`src/rtl/status_reg_pkg.sv`:
```
// Shared constants for the 6502 processor status register: flag bit positions,
// control opcodes and the branch-condition helper.
package status_reg_pkg;

  localparam int unsigned C_FLAG_SHFT_C = 0;
  localparam int unsigned C_FLAG_SHFT_Z = 1;
  localparam int unsigned C_FLAG_SHFT_I = 2;
  localparam int unsigned C_FLAG_SHFT_D = 3;
  localparam int unsigned C_FLAG_SHFT_B = 4;
  localparam int unsigned C_FLAG_SHFT_X = 5;
  localparam int unsigned C_FLAG_SHFT_V = 6;
  localparam int unsigned C_FLAG_SHFT_N = 7;

  // Bits 5 and 4 have no storage; they always read as 1.
  localparam logic [7:0] C_P_FIXED_ONES = 8'h30;

  typedef enum logic [2:0] {
    C_SR_CTRL_NOP = 3'd0,
    C_SR_CTRL_ALU = 3'd1,
    C_SR_CTRL_SET = 3'd2,
    C_SR_CTRL_CLR = 3'd3,
    C_SR_CTRL_PLP = 3'd4,
    C_SR_CTRL_INT = 3'd5
  } sr_ctrl_e;

  // Branch opcode bits [7:6] pick N/V/C/Z, bit [5] is the polarity to match.
  function automatic logic branch_cond(input logic [7:0] p, input logic [2:0] cond_sel);
    logic flag;
    case (cond_sel[2:1])
      2'd0:    flag = p[C_FLAG_SHFT_N];
      2'd1:    flag = p[C_FLAG_SHFT_V];
      2'd2:    flag = p[C_FLAG_SHFT_C];
      default: flag = p[C_FLAG_SHFT_Z];
    endcase
    return flag ~^ cond_sel[0];
  endfunction

endpackage

```
`src/rtl/status_reg_sync_fall.sv`:
```
// Multi-stage synchronizer for an asynchronous active-low pin, followed by a
// one-cycle pulse on each falling edge of the synchronized value.
module status_reg_sync_fall #(
  parameter int unsigned STAGES = 2
) (
  input  logic clk,
  input  logic rst_n,
  input  logic din,
  output logic fall
);

  logic [STAGES-1:0] sync_reg;
  logic              last_reg;

  always_ff @(posedge clk or negedge rst_n) begin
    if (!rst_n) begin
      sync_reg <= '1;
      last_reg <= 1'b1;
    end else begin
      sync_reg <= {sync_reg[STAGES-2:0], din};
      last_reg <= sync_reg[STAGES-1];
    end
  end

  assign fall = last_reg & ~sync_reg[STAGES-1];

endmodule

```
`src/rtl/status_reg.sv`:
```
// 6502 processor status register (P): flag updates, stack push value, branch
// condition, SO-pin overflow set and the one-instruction-delayed IRQ mask.
module status_reg
  import status_reg_pkg::*;
#(
  parameter logic [7:0]  RESET_P        = 8'h34,
  parameter int unsigned SO_SYNC_STAGES = 2
) (
  input  logic       CLK,
  input  logic       RST_N,
  input  logic [7:0] FLAG_ALU,
  input  logic [7:0] FLAG_WE,
  input  logic [2:0] CTRL,
  input  logic [2:0] SEL,
  input  logic [7:0] DB_IN,
  input  logic       BRK,
  input  logic       SO_N,
  input  logic       IRQ_N,
  input  logic       SYNC,
  input  logic [2:0] COND_SEL,
  output logic [7:0] P,
  output logic [7:0] PUSH_DATA,
  output logic       COND,
  output logic       IRQ_REQ
);

  logic [7:0] p_reg;
  logic [7:0] p_next;
  logic [7:0] alu_bits;
  logic       irq_req_reg;
  logic       i_prev_reg;
  logic       so_fall;
  sr_ctrl_e   ctrl_op;

  status_reg_sync_fall #(
    .STAGES (SO_SYNC_STAGES)
  ) u_so_sync (
    .clk   (CLK),
    .rst_n (RST_N),
    .din   (SO_N),
    .fall  (so_fall)
  );

  genvar gi;
  generate
    for (gi = 0; gi < 8; gi++) begin : g_alu_mask
      assign alu_bits[gi] = FLAG_WE[gi] ? FLAG_ALU[gi] : p_reg[gi];
    end
  endgenerate

  assign ctrl_op = sr_ctrl_e'(CTRL);

  always_comb begin
    p_next = p_reg;
    case (ctrl_op)
      C_SR_CTRL_ALU: p_next = alu_bits;
      C_SR_CTRL_SET: begin
        if (SEL != 3'(C_FLAG_SHFT_B) && SEL != 3'(C_FLAG_SHFT_X))
          p_next[SEL] = 1'b1;
      end
      C_SR_CTRL_CLR: begin
        if (SEL != 3'(C_FLAG_SHFT_B) && SEL != 3'(C_FLAG_SHFT_X))
          p_next[SEL] = 1'b0;
      end
      C_SR_CTRL_PLP: p_next = DB_IN;
      C_SR_CTRL_INT: p_next[C_FLAG_SHFT_I] = 1'b1;
      default:       p_next = p_reg;
    endcase
    // SO wins over any same-cycle write of V; the rest of that write stands.
    if (so_fall)
      p_next[C_FLAG_SHFT_V] = 1'b1;
    p_next = p_next | C_P_FIXED_ONES;
  end

  always_ff @(posedge CLK or negedge RST_N) begin
    if (!RST_N) begin
      p_reg       <= RESET_P | C_P_FIXED_ONES;
      irq_req_reg <= 1'b0;
      i_prev_reg  <= 1'b1;
    end else begin
      p_reg <= p_next;
      // I sampled here only gates the IRQ at the following SYNC.
      if (SYNC) begin
        irq_req_reg <= ~IRQ_N & ~i_prev_reg;
        i_prev_reg  <= p_reg[C_FLAG_SHFT_I];
      end
    end
  end

  assign P         = p_reg;
  assign IRQ_REQ   = irq_req_reg;
  assign PUSH_DATA = {p_reg[7:6], 1'b1, BRK, p_reg[3:0]};
  assign COND      = branch_cond(p_reg, COND_SEL);

endmodule
```
`config.mk`:
```
export PLATFORM = sky130hd
export DESIGN_NAME = status_reg
export DESIGN_NICKNAME = d
export VERILOG_FILES = /design/src/rtl/status_reg_pkg.sv /design/src/rtl/status_reg_sync_fall.sv /design/src/rtl/status_reg.sv
export SDC_FILE = /design/constraint.sdc
export NUM_CORES = 1
export LEC_CHECK = 0
export BUFFER_PORTS_ARGS = -buffer_cell sky130_fd_sc_hd__buf_2
export CAP_MARGIN = 25
export CORE_MARGIN = 3
export CORE_UTILIZATION = 29
export CTS_BUF_LIST = sky130_fd_sc_hd__clkbuf_8 sky130_fd_sc_hd__clkbuf_16
export DETAILED_ROUTE_END_ITERATION = 7
export PLACE_DENSITY = 0.58
export SLEW_MARGIN = 20
export SYNTH_ARGS = -nofsm -noshare
export SYNTH_HDL_FRONTEND = slang
export SYNTH_SLANG_ARGS = --single-unit
```
`constraint.sdc`:
```
create_clock -name CLK -period 0.95 [get_ports CLK]
set_input_delay 0.0475 -clock CLK [delete_from_list [all_inputs] [get_ports CLK]]
set_output_delay 0.0475 -clock CLK [all_outputs]
set_load 0.01 [all_outputs]
```
==> metrics.cfg <==
[worst_setup_path]
start_kind=flop
path_delay_family=multiplexers
rr_startpoint=P[6]
cpMaxStageDelayCell=mux4_2
path_cells=mux4_2 -> xnor2_2 -> buf_2
worstPathRequired_ns=0.90
crit_path_max_fanout=3
cp-startpoint=P[6]
r2r_slack_ns=-0.37
crit_type=reg -> out
max_stage_delay_ns=0.49
critPathCaptureType=output pin
path_buf_inv=1
cp.arrival_ns=1.41

[timing]
min_period_over_period_pct=153.2
setup-tns-final_ns=-1.352
rsz0062_at_grt=yes
fmax_mhz=687.3
fin_skew_ns=0.003425
period_needed_ns=1.455
timing.final.ws_setup_ns=-0.5050
maxSlewViolCount=0
hold_viol=0
setup_violations=11

[routing]
post-route-drc-count=0
drtPass1Iterations=4
wl_per_cell_um=14.78
ant_nets=0
drt-initial-drc-count=17
wirelength_mm=3.162
avgViaCountPerCell=5.070
vias=1085

[cts]
path_clk_slew_ns=0.06
root_buffer=clkbuf_8
ctsLongestPathBuffers=2
clock-sinks=11
htree_num_levels=1
clkLatencyLatePin_ns=0.24
cts_tree=built
numCtsBuffers=3

[min_path]
min_path_type=in -> reg
min_from=SYNC

[die]
row_count=20
ios=57
design.core.area_um2=3103
initial_utilization_pct=30.93
dieArea_um2=4035
dieHeight_um=63.53
fp.dieW_um=63.53

[yosys]
synth_top_area_share_pct=15.65
yosysTopAreaCell=dfrtp_1
synth_edf_count=0
synth_seq_area_share_pct=29.34
synth-async-reset-ratio_pct=100.0
syn_inst=108
yosysMostFrequentCell=buf_4
avgSynthCellArea_um2=8.886
syn-cell-area_um2=959.7
ys_seq_elements=11
synth_cell_type_count=45
synthTopCellsByCount=10 x buf_4, 6 x a21oi_1, 6 x dfrtp_1, 6 x nor2_1
yosysWarnings=0
synthFlopType=dfrtp_1
synth.area.top_cells=dfrtp_1 16%, dfstp_2 14%, buf_4 7.8%

[place]
place_area_um2=1289
gp_congestion=0.8265
dpl.hpwl_mm=2.214
dp_slack_ns=-0.3918
port_buffers=45

[global_route]
globalRouteTotalUtil_pct=14.92
grt_use_met3_pct=5.169
first_global_vias=1094
grt_overflow_total=0
grt_use_met1_pct=16.48
antenna_found_initial=0
grtUsageMet2_pct=26.21
grt_pass1_wl_mm=4.774
grt_max_degree=13
grt-busiest-layer=met2

[power_and_ir_drop]
p_per_area_nw_per_um2=1249
power_leakage_nw=0.7456
max-vdd-ir-drop_mv=0.9005

[layout]
fin_area_um2=1574
fin_nets=210
num_antenna_cells=0
syn2layout_area_growth_pct=64.02
largest_reg_flops=6
nFillCells=301
drive_gt1_share_pct=63.53

[outcome]
violations=negative setup slack
outcome=complete, but fails checks

[run]
maxCapViolCount=0

## logic make-up after synthesis
logic type	Yosys count	synth area share, %
flops	11	29.34
compound gates	36	29.08
buf+inv	21	13.43
mux	3	4.693
simple gates	35	22.16
other cells	1	0.3908
xor+xnor	1	0.9128
## cell usage in the layout, fill, tap and decap left out, types with 2 or more instances in the layout
cell	Yosys	final
buf_2	4	37
buf_4	10	19
buf_6	1	13
dfrtp_1	6	6
dfstp_2	5	5
nor2_1	6	5
a21oi_1	6	5
nand3b_1	5	5
nand2_1	5	5
inv_1	5	4
o22a_1	4	4
and2b_2	2	3
o21ai_0	3	3
a211oi_2	0	3
conb_1	1	3
clkbuf_8	0	3
mux2_2	2	2
nand2b_1	3	2
inv_2	1	2
and3_1	4	2
nor3b_2	0	2
a31o_2	2	2
a311oi_2	0	2
o211ai_1	2	2
dlygate4sd3_1	0	2
## per-layer routing
layer / share of wire (%) / routed length, um / vias to the layer above
met4: 2.2 / 68 / 0
met1: 40 / 1254 / 509
met3: 7.5 / 237 / 10
met5: 0 / 0 / -
li1: - / - / 514
met2: 51 / 1602 / 52
## stage by stage
step | utilization [%] | hold slack, ns | total power, mW | std cells
after floorplan | - | -0.2481 | 1.007 | 110
after global placement | 41.53 | -0.06443 | 1.264 | 202
after detailed placement | 41.53 | -0.06120 | 1.281 | 202
after CTS | 46.81 | 0.06763 | 1.862 | 212
after global routing | 50.73 | 0.08323 | 2.084 | 214
final | 50.73 | 0.07907 | 1.966 | 214
## report_power, final
group | total, mW | internal (mW) | switching [mW] | leakage (nW)
Combinational | 0.885 | 0.496 | 0.389 | 0.592
Sequential | 0.592 | 0.550 | 0.0427 | 0.129
Clock | 0.489 | 0.290 | 0.199 | 0.0255
## area by class of cell
class                      count  area (um^2)  area share, %
sequential                    11        281.5          17.89
tap                           44        55.05          3.498
clock buffer                   3        41.29          2.623
inverter                       6        22.52          1.431
clock inverter                 1        5.005         0.3180
timing repair buffer          71        494.2          31.40
multi-input combinational     78        674.4          42.85
## path summary, 6_finish.rpt
check | cells past startpoint | to
setup / recovery | 3 | COND
max in group asynchronous | 2 | u_so_sync.last_reg
min in group asynchronous | 2 | IRQ_REQ
hold reg to reg | 0 | u_so_sync.sync_reg[1]
setup reg to reg | 5 | P[6]
hold / removal | 2 | i_prev_reg
## repair_timing
item	in CTS	in global routing
setup endpoints to repair	15	17
buffers inserted	4	5
gates resized for setup	14	22
cloned	0	0
pin swaps	7	4
hold buffers	2	0
endpoints found under the hold margin	12	0
Power figures use the tool's default switching activity.
